===== config.mk =====
export PLATFORM = sky130hd
export DESIGN_NAME = layer_out_stage
export DESIGN_NICKNAME = d
export VERILOG_FILES = /design/src/rtl/layer_out_stage_pkg.sv /design/src/rtl/layer_out_stage_sync_fifo_fwft.sv /design/src/rtl/layer_out_stage.sv
export SDC_FILE = /design/constraint.sdc
export NUM_CORES = 1
export LEC_CHECK = 0
export CAP_MARGIN = 15
export CORE_AREA = 2 2 336 305
export CTS_CLUSTER_SIZE = 40
export DETAILED_ROUTE_END_ITERATION = 6
export DIE_AREA = 0 0 338 307
export PLACE_DENSITY = 0.58
export SYNTH_ARGS = -nofsm -noshare
export SYNTH_HDL_FRONTEND = slang
export SYNTH_SLANG_ARGS = --single-unit

===== constraint.sdc =====
create_clock -name i_clk -period 27.5 [get_ports i_clk]
set_input_delay 8.25 -clock i_clk [delete_from_list [all_inputs] [get_ports i_clk]]
set_output_delay 8.25 -clock i_clk [all_outputs]
set_load 0.02 [all_outputs]

===== src/rtl/layer_out_stage_pkg.sv =====
// Shared definitions for the layer output stage: mode and FSM encodings
// plus a constant-foldable ceil(log2) helper used for derived widths.
package layer_out_stage_pkg;

    typedef enum logic {
        MODE_PASS   = 1'b0,
        MODE_ARGMAX = 1'b1
    } mode_t;

    typedef enum logic [1:0] {
        ST_IDLE = 2'd0,
        ST_SCAN = 2'd1,
        ST_PUSH = 2'd2
    } state_t;

    function automatic int clog2(input int value);
        int result;
        result = 0;
        for (int i = 0; i < 31; i++) begin
            if ((1 << i) < value) begin
                result = i + 1;
            end
        end
        return result;
    endfunction

endpackage


===== src/rtl/layer_out_stage_sync_fifo_fwft.sv =====
// First-word-fall-through result FIFO; the head entry reads as zero while
// empty so downstream sees clean outputs after reset.
module sync_fifo_fwft
    import layer_out_stage_pkg::*;
#(
    parameter int WIDTH = 8,
    parameter int DEPTH = 4,
    localparam int AW   = clog2(DEPTH),
    localparam int CW   = AW + 1
) (
    input  logic             i_clk,
    input  logic             i_rst_n,
    input  logic             i_push,
    input  logic [WIDTH-1:0] i_data,
    input  logic             i_pop,
    output logic [WIDTH-1:0] o_data,
    output logic             o_empty,
    output logic             o_full,
    output logic [CW-1:0]    o_count
);

    logic [WIDTH-1:0] r_mem [DEPTH];
    logic [AW-1:0]    r_wr_ptr;
    logic [AW-1:0]    r_rd_ptr;
    logic [CW-1:0]    r_count;
    logic             w_pop;
    logic             w_push;

    // A push into a full FIFO is accepted only when the head leaves at the same edge
    assign w_pop  = i_pop && !o_empty;
    assign w_push = i_push && (!o_full || w_pop);

    always_ff @(posedge i_clk) begin
        if (w_push) begin
            r_mem[r_wr_ptr] <= i_data;
        end
    end

    always_ff @(posedge i_clk or negedge i_rst_n) begin
        if (!i_rst_n) begin
            r_wr_ptr <= '0;
            r_rd_ptr <= '0;
            r_count  <= '0;
        end else begin
            if (w_push) begin
                r_wr_ptr <= r_wr_ptr + AW'(1);
            end
            if (w_pop) begin
                r_rd_ptr <= r_rd_ptr + AW'(1);
            end
            case ({w_push, w_pop})
                2'b10:   r_count <= r_count + CW'(1);
                2'b01:   r_count <= r_count - CW'(1);
                default: r_count <= r_count;
            endcase
        end
    end

    assign o_empty = (r_count == '0);
    assign o_full  = (r_count == CW'(DEPTH));
    assign o_count = r_count;
    assign o_data  = o_empty ? '0 : r_mem[r_rd_ptr];

endmodule


===== src/rtl/layer_out_stage.sv =====
// Neural-network layer output stage: per-vector saturating pass-through or
// sequential argmax, with results queued in a FWFT FIFO.
module layer_out_stage
    import layer_out_stage_pkg::*;
#(
    parameter int NUM_IN     = 10,
    parameter int IN_WIDTH   = 16,
    parameter int OUT_WIDTH  = 16,
    parameter int FIFO_DEPTH = 4,
    localparam int IDX_W     = (clog2(NUM_IN) < 1) ? 1 : clog2(NUM_IN),
    localparam int CNT_W     = clog2(FIFO_DEPTH) + 1
) (
    input  logic                          i_clk,
    input  logic                          i_rst_n,
    input  logic [NUM_IN*IN_WIDTH-1:0]    i_data,
    input  logic                          i_mode,
    input  logic                          i_valid,
    output logic                          o_ready,
    output logic [NUM_IN*OUT_WIDTH-1:0]   o_data,
    output logic [IDX_W-1:0]              o_class,
    output logic [OUT_WIDTH-1:0]          o_max,
    output logic                          o_mode,
    output logic                          o_valid,
    input  logic                          i_ready,
    output logic [CNT_W-1:0]              o_count,
    output logic                          o_busy
);

    localparam int ENTRY_W = 1 + IDX_W + OUT_WIDTH + NUM_IN*OUT_WIDTH;
    localparam logic signed [IN_WIDTH-1:0] SAT_MAX =
        {{(IN_WIDTH-OUT_WIDTH+1){1'b0}}, {(OUT_WIDTH-1){1'b1}}};
    localparam logic signed [IN_WIDTH-1:0] SAT_MIN =
        {{(IN_WIDTH-OUT_WIDTH+1){1'b1}}, {(OUT_WIDTH-1){1'b0}}};

    function automatic logic [OUT_WIDTH-1:0] saturate(input logic signed [IN_WIDTH-1:0] i_val);
        if (i_val > SAT_MAX) begin
            return SAT_MAX[OUT_WIDTH-1:0];
        end else if (i_val < SAT_MIN) begin
            return SAT_MIN[OUT_WIDTH-1:0];
        end
        return i_val[OUT_WIDTH-1:0];
    endfunction

    state_t                        r_state;
    state_t                        w_next_state;
    logic [NUM_IN*IN_WIDTH-1:0]    r_buf;
    logic signed [IN_WIDTH-1:0]    r_max;
    logic signed [IN_WIDTH-1:0]    w_elem;
    logic [IDX_W-1:0]              r_idx;
    logic [IDX_W-1:0]              r_k;
    logic                          w_pop;
    logic                          w_full;
    logic                          w_empty;
    logic                          w_space;
    logic                          w_accept;
    logic                          w_push;
    logic [ENTRY_W-1:0]            w_push_entry;
    logic [ENTRY_W-1:0]            w_head;
    logic [NUM_IN*OUT_WIDTH-1:0]   w_sat_data;

    for (genvar g = 0; g < NUM_IN; g++) begin : g_sat
        assign w_sat_data[g*OUT_WIDTH +: OUT_WIDTH] = saturate(i_data[g*IN_WIDTH +: IN_WIDTH]);
    end

    // A slot frees up when the head is popped in the same cycle, so a full FIFO still accepts
    assign w_pop    = !w_empty && i_ready;
    assign w_space  = !w_full || w_pop;
    assign o_ready  = i_rst_n && (r_state == ST_IDLE) && w_space;
    assign w_accept = i_valid && o_ready;
    assign w_elem   = r_buf[r_k*IN_WIDTH +: IN_WIDTH];

    always_ff @(posedge i_clk or negedge i_rst_n) begin
        if (!i_rst_n) begin
            r_state <= ST_IDLE;
        end else begin
            r_state <= w_next_state;
        end
    end

    always_comb begin
        w_next_state = r_state;
        case (r_state)
            ST_IDLE: begin
                if (w_accept && i_mode == MODE_ARGMAX) begin
                    w_next_state = (NUM_IN > 1) ? ST_SCAN : ST_PUSH;
                end
            end
            ST_SCAN: begin
                if (r_k == IDX_W'(NUM_IN - 1)) begin
                    w_next_state = ST_PUSH;
                end
            end
            ST_PUSH: begin
                if (w_space) begin
                    w_next_state = ST_IDLE;
                end
            end
            default: w_next_state = ST_IDLE;
        endcase
    end

    always_comb begin
        w_push       = 1'b0;
        w_push_entry = '0;
        if (r_state == ST_IDLE && w_accept && i_mode == MODE_PASS) begin
            w_push       = 1'b1;
            w_push_entry = {1'(MODE_PASS), {IDX_W{1'b0}}, {OUT_WIDTH{1'b0}}, w_sat_data};
        end else if (r_state == ST_PUSH && w_space) begin
            w_push       = 1'b1;
            w_push_entry = {1'(MODE_ARGMAX), r_idx, saturate(r_max), {(NUM_IN*OUT_WIDTH){1'b0}}};
        end
    end

    // Strictly-greater update keeps the lowest index on ties
    always_ff @(posedge i_clk or negedge i_rst_n) begin
        if (!i_rst_n) begin
            r_buf <= '0;
            r_max <= '0;
            r_idx <= '0;
            r_k   <= '0;
        end else if (w_accept && i_mode == MODE_ARGMAX) begin
            r_buf <= i_data;
            r_max <= $signed(i_data[IN_WIDTH-1:0]);
            r_idx <= '0;
            r_k   <= IDX_W'(1);
        end else if (r_state == ST_SCAN) begin
            if (w_elem > r_max) begin
                r_max <= w_elem;
                r_idx <= r_k;
            end
            r_k <= r_k + IDX_W'(1);
        end
    end

    sync_fifo_fwft #(
        .WIDTH (ENTRY_W),
        .DEPTH (FIFO_DEPTH)
    ) u_fifo (
        .i_clk   (i_clk),
        .i_rst_n (i_rst_n),
        .i_push  (w_push),
        .i_data  (w_push_entry),
        .i_pop   (w_pop),
        .o_data  (w_head),
        .o_empty (w_empty),
        .o_full  (w_full),
        .o_count (o_count)
    );

    assign o_valid = !w_empty;
    assign o_busy  = (r_state != ST_IDLE);
    assign o_mode  = w_head[ENTRY_W-1];
    assign o_class = w_head[ENTRY_W-2 -: IDX_W];
    assign o_max   = w_head[NUM_IN*OUT_WIDTH +: OUT_WIDTH];
    assign o_data  = w_head[0 +: NUM_IN*OUT_WIDTH];

endmodule


# == After elaboration in Yosys (flattened, before gate mapping) ==
# Memories as Yosys holds them, arrays and structs flattened.
# Index checks and enable logic that the tools add are counted.
# totals
ram_bits,724
output_inout_bits,187
inputBits,165
word_cells,147
regBits,193
memories,1
# mem_list
name,words,width,read_ports,rd_ports_with_merged_regs,write_ports,line,text
u_fifo.r_mem,4,181,1,0,1,layer_out_stage_sync_fifo_fwft.sv:22,logic [WIDTH-1:0] r_mem [DEPTH];
# classes
add_sub_neg,5
n_eq_ne,9
order_cmp,23
bitwise,1
reduce_logical,22
shifts,1
mux,77
# ops
op,count
two-way mux 16 bit,36
two-way mux 181 bit,3
> comparator 16 bit (second input constant),11
< comparator 16 bit (second input constant),11
variable part select 160 x 9 -> 16 bit,1
two-way mux 1 bit,28
two-way mux 4 bit,5
> comparator 16 bit,1
logical AND 1 bit,10
nonzero test 2 bit,4
two-way mux 2 bit,3
!= test 2 bit (second input constant),3
case mux 2 bit (3 select lines),1
case mux 3 bit (2 select lines),1
adder 2 x 1 -> 2 bit (second input constant),2
adder 4 x 1 -> 4 bit (second input constant),1
equality test 2 x 1 -> 1 bit (second input constant),2
equality test 2 bit (second input constant),2
equality test 4 bit (second input constant),1
adder 3 x 1 -> 3 bit (second input constant),1
equality test 3 bit (second input constant),1
logical NOT 3 bit,1
AND reduction 3 bit,1
subtractor 3 x 1 -> 3 bit (second input constant),1
5 further kinds,7

# == Longest topological paths before layout ==
# Gate-level depths: netlist of the first run.
# logic_depth
depth_word,12
ltp_mapped,17

# == Hierarchy ==
# Synthesis of the first run repeated with hierarchy kept, for this count alone.
# unflattened
cells_unflattened,2384
area_unflattened_um2,38294.2
# modules_own_cells
module,cells_each,seq_area_each_um2,instances,area_per_inst_um2
sync_fifo_fwft,1186,21916.0,1,27866.7
layer_out_stage,1198,4654.5,1,10427.5

# == Worst setup path after synthesis of the first run ==
# Ideal clock, no wire load.
# synth_path
path_type,in2reg
startpoint,input port i_ready
endpoint,"memory u_fifo.r_mem[0][0] (netlist name), enable pin"
slack_ns,9.775
cell_stages,6
arrival_time_ns,16.978
setup_time_ns,0.747
path_buffers,0
required_time_ns,26.753
cell_sequence,or4b_4 and3_4 nand2_1 nor2_2 nor2_4 nor2b_1
# synth_via
elab_chain_cells,10
# synth_rtl
item,line,text
from (decl),layer_out_stage.sv:24,"input logic i_ready,"
logical AND 1 bit,layer_out_stage.sv:66,assign w_pop = !w_empty && i_ready;
logical OR 1 bit,layer_out_stage.sv:67,assign w_space = !w_full || w_pop;
logical AND 1 bit,layer_out_stage.sv:68,assign o_ready = i_rst_n && (r_state == ST_IDLE) && w_space;
named net o_ready,layer_out_stage.sv:18,"output logic o_ready,"
logical AND 1 bit,layer_out_stage.sv:69,assign w_accept = i_valid && o_ready;
logical AND 1 bit (2 in a row),layer_out_stage.sv:105,if (r_state == ST_IDLE && w_accept && i_mode == MODE_PASS) begin
two-way mux 1 bit,layer_out_stage.sv:105,
logical AND 1 bit,layer_out_stage_sync_fifo_fwft.sv:31,assign w_push = i_push && (!o_full || w_pop);
two-way mux 1 bit,layer_out_stage_sync_fifo_fwft.sv:34,if (w_push) begin
two-way mux 1 bit (not written as such),layer_out_stage_sync_fifo_fwft.sv:35,r_mem[r_wr_ptr] <= i_data;
to (decl),layer_out_stage_sync_fifo_fwft.sv:22,
# The timed path passes the listed nets, and every way through them passes these cells.

# == Final worst setup path of the first run ==
# layout_path
startpoint,input port i_ready
endpoint,output port o_ready
# layout_via
elab_chain_cells,3
# layout_rtl
item,line
logical AND 1 bit,layer_out_stage.sv:66
logical OR 1 bit,layer_out_stage.sv:67
logical AND 1 bit,layer_out_stage.sv:68
to (decl),layer_out_stage.sv:18
# Every way passes these cells.

==> reports/metrics.csv, run 1 <==
metric;value;unit
status;finished clean;
post_cts_setup_buffer_count;0;
final.setup_skew;0.0167;ns
synth-edff-count;724;
power.ir.vdd_worst;70.3;uV
port_buffers;351;
timing_worst_slew_pin_value;1.17;ns
root_buffer;sky130_fd_sc_hd__clkbuf_16;
cap_violations;0;
post_synth_inst_count;2355;
initialDrtViolationCount;1785;
pre_cts_setup_slack;9.09;ns
hpwlAfterDp;65100;um
power-per-cell-area;113;nW/um2
routed_wire_length_per_instance;24.3;um
tritoncts;done;
p_leak;16.7;nW
dr_vias;21300;
layout.cells.most_common_list;724 x sky130_fd_sc_hd__edfxtp_1, 493 x sky130_fd_sc_hd__nand2_1, 362 x sky130_fd_sc_hd__and2_1;
cts_buffers;98;
timing_worst_setup_path_type;primary input to output pin;
die_h;307;um
global_route.overflow_total;0;
cp.arrival;10.18;ns
htree_num_levels;3;
first_global_vias;21800;
avgSynthCellArea;16.1;um2
grt.total_usage;19.3;%
max_clock_freq;54.3;MHz
instances_no_fill;4134;
clkLatencyLatePin;0.67;ns
netlist-cell-type-count;44;
fill_cells;8804;
cts_resized;0;
dp.cells;3945;
routed_via_density;5.14;
final_min_period_over_clock_period;67.0;%
timing.final.hold_violations;0;
die_area;104000;um2
fp-row-count;111;
coreArea;101000;um2
post-route-min-period;18.43;ns
path_max_fanout;4;
regToRegSetupSlack;22.67;ns
drt_pre_antenna_iters;5;
final.setup.worst_slack;9.07;ns
floorplan.initialDensity;37.6;%
clkSlewWorstSetupHoldPaths;0.06;ns
ioPinCount;352;
clk_path_buf_depth;3;
setup_viol_count_final;0;
start_kind;primary input;
worst_slew_margin_rel;21.8;%
post_route_cells_drive_above_1_share;15.5;%
synth.cell_area;37900;um2
chipWidth;338;um
initial_antenna_violation_count;9;
finalWeightedCongestion;0.853;
cp_data_required_time;19.25;ns
setup_repair_after_global_routing_missed_its_margin;no;
postRouteAntennaNets;0;
fin_nets;2878;
cts-hold-fix-buffers;0;
worstHoldPathType;flop to flop;
ys.flop_type;sky130_fd_sc_hd__edfxtp_1;
setup.worst_path.end_class;output pin;
layout_commonest_cell;sky130_fd_sc_hd__edfxtp_1;
report.final.slew_viol_count;0;
area_growth;21.3;%
ys_ff_latch;917;
total_wirelength;100000;um
drcViolationCount;0;
cts_sinks;917;
grt_max_degree;117;
hold_slack;0.473;ns
mappedNetlistNets;2544;
first_pass_grt_wire_length;147000;um
yosysWarnings;0;
accumulated_negative_setup_slack;0;ns
async_flop_share;21.0;%
synth_sequential_area_ratio;70.1;%
[worst paths after layout]
check | startpoint | to | cells past startpoint
max | i_ready | o_ready | 4
min | r_buf[87] | r_buf[87] | 2
max reg2reg | u_fifo.o_count[0] | u_fifo.r_mem[0][144] | 9
min reg2reg | r_buf[87] | r_buf[87] | 2
max in group asynchronous | i_rst_n | r_buf[135] | 2
min in group asynchronous | i_rst_n | r_buf[39] | 1
[where the power goes]
part           switching, mW  leakage (nW)  internal, mW
Clock                  0.543          1.61         0.787
Sequential             0.175          9.13          1.72
Combinational           1.05          5.95         0.926
[worst max-delay path, stage by stage]
cell and delay, ns:
sky130_fd_sc_hd__clkdlybuf4s50_1 0.51, sky130_fd_sc_hd__or4b_4 0.59, sky130_fd_sc_hd__and3_4 0.25, sky130_fd_sc_hd__clkdlybuf4s50_1 0.56
[state kept, by name, summed over array words and instances, names as in the netlist]
register / cells
r_buf: 160
r_idx: 4
r_k: 4
r_max: 16
r_state: 2
u_fifo.o_count: 3
u_fifo.r_mem: 724
u_fifo.r_rd_ptr: 2
u_fifo.r_wr_ptr: 2
[stage by stage]
step	instance area [um2]	utilization [%]	total power, mW
2_1_floorplan	37900	-	3.11
3_3_place_gp	42600	42.3	3.90
3_5_place_dp	42600	42.3	3.92
4_1_cts	45900	45.6	5.27
5_1_grt	46000	45.6	5.45
6_report	46000	45.6	5.20
[layout make-up]
type	count	area (um2)	share of cell area (%)
inverter	27	101	0.221
sequential	917	26600	57.8
multi-input combinational	1268	10500	22.9
timing repair buffer	377	3730	8.11
clock buffer	132	2780	6.04
tap	1356	1700	3.69
antenna	4	10.0	0.0218
clock inverter	53	531	1.15
[cells by family (layout without fill, tap and decap cells)]
| kind of cell | count (synthesis) | in the layout | share of synthesized area (%) |
|---|---|---|---|
| and+or+nand+nor | 921 | 921 | 11.9 |
| DFF | 917 | 917 | 70.1 |
| muxes | 234 | 234 | 13.2 |
| buffers and inverters | 170 | 589 | 2.24 |
| AOI/OAI and AO/OA | 80 | 80 | 1.55 |
| adders and majority gates | 24 | 24 | 0.812 |
| xor gates and xnor gates | 9 | 9 | 0.208 |
| other | 0 | 4 | 0 |
[layer usage]
metal	share of wire, %	up-vias	track usage (%)
met5	0.027	-	0
met4	2.1	4	4.96
met3	6.6	132	3.71
met2	48	711	30.5
met1	44	11100	27.6
li1	-	9325	-
[Yosys cell counts, types with 19 or more instances]
master / count / area [um2]
sky130_fd_sc_hd__a21oi_1: 48 / 240
sky130_fd_sc_hd__and2_1: 362 / 2260
sky130_fd_sc_hd__buf_2: 48 / 240
sky130_fd_sc_hd__buf_6: 19 / 214
sky130_fd_sc_hd__clkbuf_1: 66 / 248
sky130_fd_sc_hd__dfrtp_1: 193 / 4830
sky130_fd_sc_hd__edfxtp_1: 724 / 21700
sky130_fd_sc_hd__ha_1: 23 / 288
sky130_fd_sc_hd__inv_1: 25 / 93.8
sky130_fd_sc_hd__mux2i_1: 20 / 200
sky130_fd_sc_hd__mux4_2: 213 / 4800
sky130_fd_sc_hd__nand2_1: 493 / 1850
sky130_fd_sc_hd__nand4_1: 19 / 119
sky130_fd_sc_hd__nor2_1: 25 / 93.8
(Power assumes the default switching activity.)
==> run 2: changes to the inputs <==
--- a/config.mk
+++ b/config.mk
@@ -10,7 +10,7 @@
 export CTS_CLUSTER_SIZE = 40
 export DETAILED_ROUTE_END_ITERATION = 6
 export DIE_AREA = 0 0 338 307
-export PLACE_DENSITY = 0.58
+export PLACE_DENSITY = 0.61
 export SYNTH_ARGS = -nofsm -noshare
 export SYNTH_HDL_FRONTEND = slang
 export SYNTH_SLANG_ARGS = --single-unit
==> constraint.sdc (replaced) <==
create_clock -name i_clk -period 16.66 [get_ports i_clk]
set_input_delay 4.998 -clock i_clk [delete_from_list [all_inputs] [get_ports i_clk]]
set_output_delay 4.998 -clock i_clk [all_outputs]
set_load 0.02 [all_outputs]
==> run 2 against run 1 <==
Effect of this change: wire length is 0.53% higher; first-iteration DRC count increased by 8.5%; largest power group unchanged; critical path type unchanged; highest routed layer unchanged; critical path depth unchanged.
==> reports/metrics.csv, run 2 (synthesis results as in run 1) <==
metric;value;unit
status;finished clean;
dpl_cell_area;42700;um2
final.setup_skew;0.0285;ns
p_switching;2.93;mW
finalWeightedCongestion;0.851;
timing_worst_slew_pin_value;1.08;ns
cts_resized;0;
total_wirelength;101000;um
hpwlAfterDp;65300;um
coreArea;101000;um2
register_area;26600;um2
critical-path-top-cell-by-count;sky130_fd_sc_hd__clkdlybuf4s50_1;
post_cts_setup_buffer_count;0;
final_min_period_over_clock_period;70.2;%
initialDrtViolationCount;1937;
postRouteAntennaNets;0;
routed_via_density;5.16;
largest_register_ffs;724;
first_global_vias;21800;
cap_violations;0;
grt.total_usage;19.4;%
cts-hold-fix-buffers;0;
die_area;104000;um2
power_switching_share;34.2;%
grt_max_degree;139;
dr_vias;21300;
htree_num_levels;3;
internal_power;5.64;mW
post-route-min-period;11.70;ns
setup.worst_path.end_class;output pin;
fin_nets;2882;
worst_slew_margin_rel;27.9;%
setup_viol_count_final;0;
cts_sinks;917;
floorplan.initialDensity;37.6;%
clock_power_share;25.3;%
dp.cells;3950;
max_clock_freq;85.4;MHz
instances_no_fill;4132;
layout.cells.most_common_list;724 x sky130_fd_sc_hd__edfxtp_1, 493 x sky130_fd_sc_hd__nand2_1, 362 x sky130_fd_sc_hd__and2_1;
cp.arrival;6.71;ns
p_leak;16.7;nW
tritoncts;done;
setup_repair_after_global_routing_missed_its_margin;no;
crit_path_top_delay_cell;sky130_fd_sc_hd__clkdlybuf4s50_1;
report.final.slew_viol_count;0;
die_h;307;um
clkSlewWorstSetupHoldPaths;0.05;ns
accumulated_negative_setup_slack;0;ns
initial_antenna_violation_count;3;
path_max_fanout;4;
drcViolationCount;0;
layout_commonest_cell;sky130_fd_sc_hd__edfxtp_1;
power-per-cell-area;187;nW/um2
clkLatencyLatePin;0.67;ns
ioPinCount;352;
fill_cells;8738;
first_pass_grt_wire_length;148000;um
start_kind;primary input;
power.ir.vdd_worst;102;uV
clk_path_buf_depth;3;
port_buffers;351;
register_bank_with_the_most_flops;u_fifo.r_mem;
chipWidth;338;um
hold_slack;0.472;ns
root_buffer;sky130_fd_sc_hd__clkbuf_16;
cp_data_required_time;11.66;ns
finalInstanceArea;45900;um2
worstHoldPathType;flop to flop;
timing.final.hold_violations;0;
layout_top_registers;u_fifo.r_mem: 724 flops, r_buf: 160 flops, r_max: 16 flops;
timing_worst_setup_path_type;primary input to output pin;
multi_input_area;10500;um2
crit_chain;clkdlybuf4s50_1, or4b_4, and3_4, clkdlybuf4s50_1;
routed_wire_length_per_instance;24.4;um
cts_buffers;96;
power_frac_comb;38.5;%
global_route.overflow_total;0;
cpPeakStageDelay;0.54;ns
post_route_cells_drive_above_1_share;15.1;%
area_growth;21.2;%
power_frac_seq;36.2;%
fp-row-count;111;
drt_pre_antenna_iters;7;
run 2: changes by cell type in the layout (fill, tap and decap cells not counted), sizes merged:
| cell | before | now |
|---|---|---|
| buf | 27 | 33 |
| bufinv | 8 | 9 |
| clkinvlp | 10 | 2 |
| inv | 30 | 31 |
| clkbuf | 132 | 133 |
| diode | 4 | 1 |
run 2: final cells by class:
class | instances | share of cell area [%]
Inverter | 27 | 0.221
Antenna cell | 1 | 0.00545
Clock inverter | 47 | 1.11
Sequential cell | 917 | 57.9
Timing Repair Buffer | 383 | 8.28
Multi-Input combinational cell | 1268 | 22.9
Clock buffer | 133 | 5.87
Tap cell | 1356 | 3.69
run 2: worst paths after layout:
| kind | from | to | slack (ns) | cells after the start |
|---|---|---|---|---|
| setup reg to reg | r_k[0] | r_max[1] | 11.90 | 11 |
| hold / removal | r_buf[87] | r_buf[87] | 0.47 | 2 |
| min in group asynchronous | i_rst_n | u_fifo.o_count[2] | 4.32 | 1 |
| max in group asynchronous | i_rst_n | r_buf[128] | 10.58 | 2 |
| hold reg to reg | r_buf[87] | r_buf[87] | 0.47 | 2 |
| setup / recovery | i_ready | o_ready | 4.96 | 4 |
run 2: per-stage QoR:
stage	util, %	power (mW)	worst slack, ns
2_1_floorplan	-	5.14	2.19
3_3_place_gp	42.4	6.45	4.96
3_5_place_dp	42.4	6.49	4.95
4_1_cts	45.6	8.68	4.94
5_1_grt	45.6	8.99	4.87
6_report	45.6	8.58	4.96
run 2: power by group through the flow:
stage	Sequential, mW	Clock [mW]	Combinational [mW]
final	3.10	2.17	3.30
after global routing	3.14	2.30	3.55
after CTS	3.10	2.21	3.37
after detailed placement	3.14	0	3.35
after global placement	3.13	0	3.33
after floorplan	3.02	0	2.12
run 2: critical path, delay by kind of cell:
| kind | cells | cell delay (ns) |
|---|---|---|
| buffers and inverters | 2 | 0.97 |
| AND/OR/NAND/NOR | 2 | 0.74 |
run 2: metal layers:
layer	vias up	GRT usage, %	part of all wire, %
met2	684	30.7	48
met5	-	0	0.013
li1	9332	-	-
met1	11200	27.6	44
met4	2	5.05	2.4
met3	118	3.53	5.8
==> run 3: changes to the inputs <==
--- a/config.mk
+++ b/config.mk
@@ -10,7 +10,7 @@
 export CTS_CLUSTER_SIZE = 40
 export DETAILED_ROUTE_END_ITERATION = 6
 export DIE_AREA = 0 0 338 307
-export PLACE_DENSITY = 0.61
+export PLACE_DENSITY = 0.58
 export SYNTH_ARGS = -nofsm -noshare
 export SYNTH_HDL_FRONTEND = slang
 export SYNTH_SLANG_ARGS = --single-unit
==> constraint.sdc (replaced) <==
create_clock -name i_clk -period 11.85 [get_ports i_clk]
set_input_delay 3.555 -clock i_clk [delete_from_list [all_inputs] [get_ports i_clk]]
set_output_delay 3.555 -clock i_clk [all_outputs]
set_load 0.02 [all_outputs]
==> run 3 against run 2 <==
Effect of this change: die area unchanged; via count decreased by 0.91%; largest power group unchanged; largest cell class unchanged; critical path depth unchanged; power increased by 39%.
==> reports/metrics.csv, run 3 (synthesis results as in run 1) <==
metric;value;unit
fin_nets;2874;
floorplan.initialDensity;37.6;%
cts-hold-fix-buffers;0;
final_min_period_over_clock_period;76.4;%
setup.worst_path.end_class;output pin;
max_clock_freq;110;MHz
cap_violations;0;
register_bank_with_the_most_flops;u_fifo.r_mem;
drcViolationCount;0;
crit_chain;clkdlybuf4s50_1, or4b_4, and3_4, clkdlybuf4s50_1;
cts_buffers;97;
worstHoldPathType;flop to flop;
htree_num_levels;3;
final.setup_skew;0.0201;ns
path_max_fanout;4;
routed_via_density;5.12;
critical-path-top-cell-by-count;sky130_fd_sc_hd__clkdlybuf4s50_1;
start_kind;primary input;
total_wirelength;100000;um
initialDrtViolationCount;1764;
post_route_cells_drive_above_1_share;15.0;%
layout.cells.most_common_list;724 x sky130_fd_sc_hd__edfxtp_1, 493 x sky130_fd_sc_hd__nand2_1, 362 x sky130_fd_sc_hd__and2_1;
status;finished clean;
first_pass_grt_wire_length;146000;um
hpwlAfterDp;64100;um
layout_top_registers;u_fifo.r_mem: 724 flops, r_buf: 160 flops, r_max: 16 flops;
totalPowerFinal;11.9;mW
timing_worst_setup_path_type;primary input to output pin;
largest_register_ffs;724;
grt.total_usage;19.3;%
worst_slew_margin_rel;23.9;%
timing_worst_slew_pin_value;1.14;ns
hold_slack;0.473;ns
global_route.overflow_total;0;
cts_resized;0;
accumulated_negative_setup_slack;0;ns
initial_antenna_violation_count;6;
report.final.slew_viol_count;0;
ioPinCount;352;
cpLargestDelayFamily;buffers and inverters;
grt_max_degree;141;
first_global_vias;21700;
cp_data_required_time;8.30;ns
cts_sinks;917;
clkSlewWorstSetupHoldPaths;0.06;ns
post-route-min-period;9.06;ns
critPathBufInv;2;
tritoncts;done;
crit_path_top_delay_cell;sky130_fd_sc_hd__or4b_4;
postRouteAntennaNets;0;
drt_pre_antenna_iters;6;
dr_vias;21100;
cp.arrival;5.50;ns
finalWeightedCongestion;0.831;
post_cts_setup_buffer_count;0;
die_h;307;um
fp-row-count;111;
port_buffers;351;
layout_commonest_cell;sky130_fd_sc_hd__edfxtp_1;
routed_wire_length_per_instance;24.3;um
setup_viol_count_final;0;
chipWidth;338;um
clkLatencyLatePin;0.66;ns
power.ir.vdd_worst;161;uV
clk_path_buf_depth;3;
setup_repair_after_global_routing_missed_its_margin;no;
die_area;104000;um2
area_growth;20.9;%
timing.final.hold_violations;0;
root_buffer;sky130_fd_sc_hd__clkbuf_16;
p_leak;16.6;nW
fill_cells;8779;
cpPeakStageDelay;0.60;ns
coreArea;101000;um2
post-route-util;45.5;%
power-per-cell-area;261;nW/um2
## run 3: cell count changes in the layout (fill, tap and decap cells not counted), moves of 2 or more
cell	change
sky130_fd_sc_hd__clkbuf_1	+2
sky130_fd_sc_hd__clkinv_1	-5
sky130_fd_sc_hd__inv_6	-4
sky130_fd_sc_hd__diode_2	+5
sky130_fd_sc_hd__buf_4	-11
sky130_fd_sc_hd__buf_12	+3
sky130_fd_sc_hd__bufinv_16	-3
sky130_fd_sc_hd__clkinvlp_4	+3
sky130_fd_sc_hd__clkinv_2	+7
## run 3: path summary, 6_finish.rpt
check | from | to | slack, ns | cells after the start
min in group asynchronous | i_rst_n | u_fifo.r_rd_ptr[1] | 2.90 | 1
max reg2reg | r_k[3] | r_max[1] | 7.10 | 10
min | r_buf[96] | r_buf[96] | 0.47 | 2
min reg2reg | r_buf[96] | r_buf[96] | 0.47 | 2
max in group asynchronous | i_rst_n | r_k[0] | 7.02 | 2
max | i_ready | o_ready | 2.79 | 4
## run 3: metal layers
| layer | up-vias | GRT usage (%) | wire length (um) |
|---|---|---|---|
| met5 | - | 0 | 0 |
| met4 | 0 | 5.35 | 2480 |
| met3 | 125 | 3.56 | 5720 |
| met2 | 637 | 30.6 | 48000 |
| met1 | 11000 | 27.3 | 44100 |
| li1 | 9318 | - | - |
## run 3: cell type report
type | instances | area [um2] | share of cell area, %
repair buffers | 374 | 3750 | 8.19
well taps | 1356 | 1700 | 3.70
flip-flops and latches | 917 | 26600 | 58.0
multi-input cells | 1268 | 10500 | 23.0
diodes | 6 | 15.0 | 0.0328
clock buffers | 134 | 2690 | 5.87
inverters | 27 | 101 | 0.221
clock inverters | 48 | 445 | 0.972
## run 3: per-stage QoR
| step | cell area [um2] | std cells | setup WS, ns |
|---|---|---|---|
| 6_report | 45800 | 4130 | 2.79 |
| 5_1_grt | 45800 | 4127 | 2.77 |
| 4_1_cts | 45800 | 4124 | 2.81 |
| 3_5_place_dp | 42700 | 3942 | 2.83 |
| 3_3_place_gp | 42700 | 3942 | 2.85 |
| 2_1_floorplan | 37900 | 2355 | -1.18 |
## run 3: report_power, final
group / switching [mW] / internal [mW]
Clock: 1.25 / 1.72
Sequential: 0.417 / 3.99
Combinational: 2.41 / 2.15
## run 3: worst register-to-register path: stages, from the launching register on
cell,delay (ns)
sky130_fd_sc_hd__dfrtp_1,0.96
sky130_fd_sc_hd__clkinv_1,0.70
sky130_fd_sc_hd__a21oi_1,0.34
sky130_fd_sc_hd__a21oi_1,0.10
sky130_fd_sc_hd__ha_1,0.37
sky130_fd_sc_hd__a41oi_1,0.22
sky130_fd_sc_hd__o21ai_0,0.12
sky130_fd_sc_hd__a41oi_1,0.21
sky130_fd_sc_hd__nand4_1,0.71
sky130_fd_sc_hd__and3_4,0.55
sky130_fd_sc_hd__o311ai_0,0.34
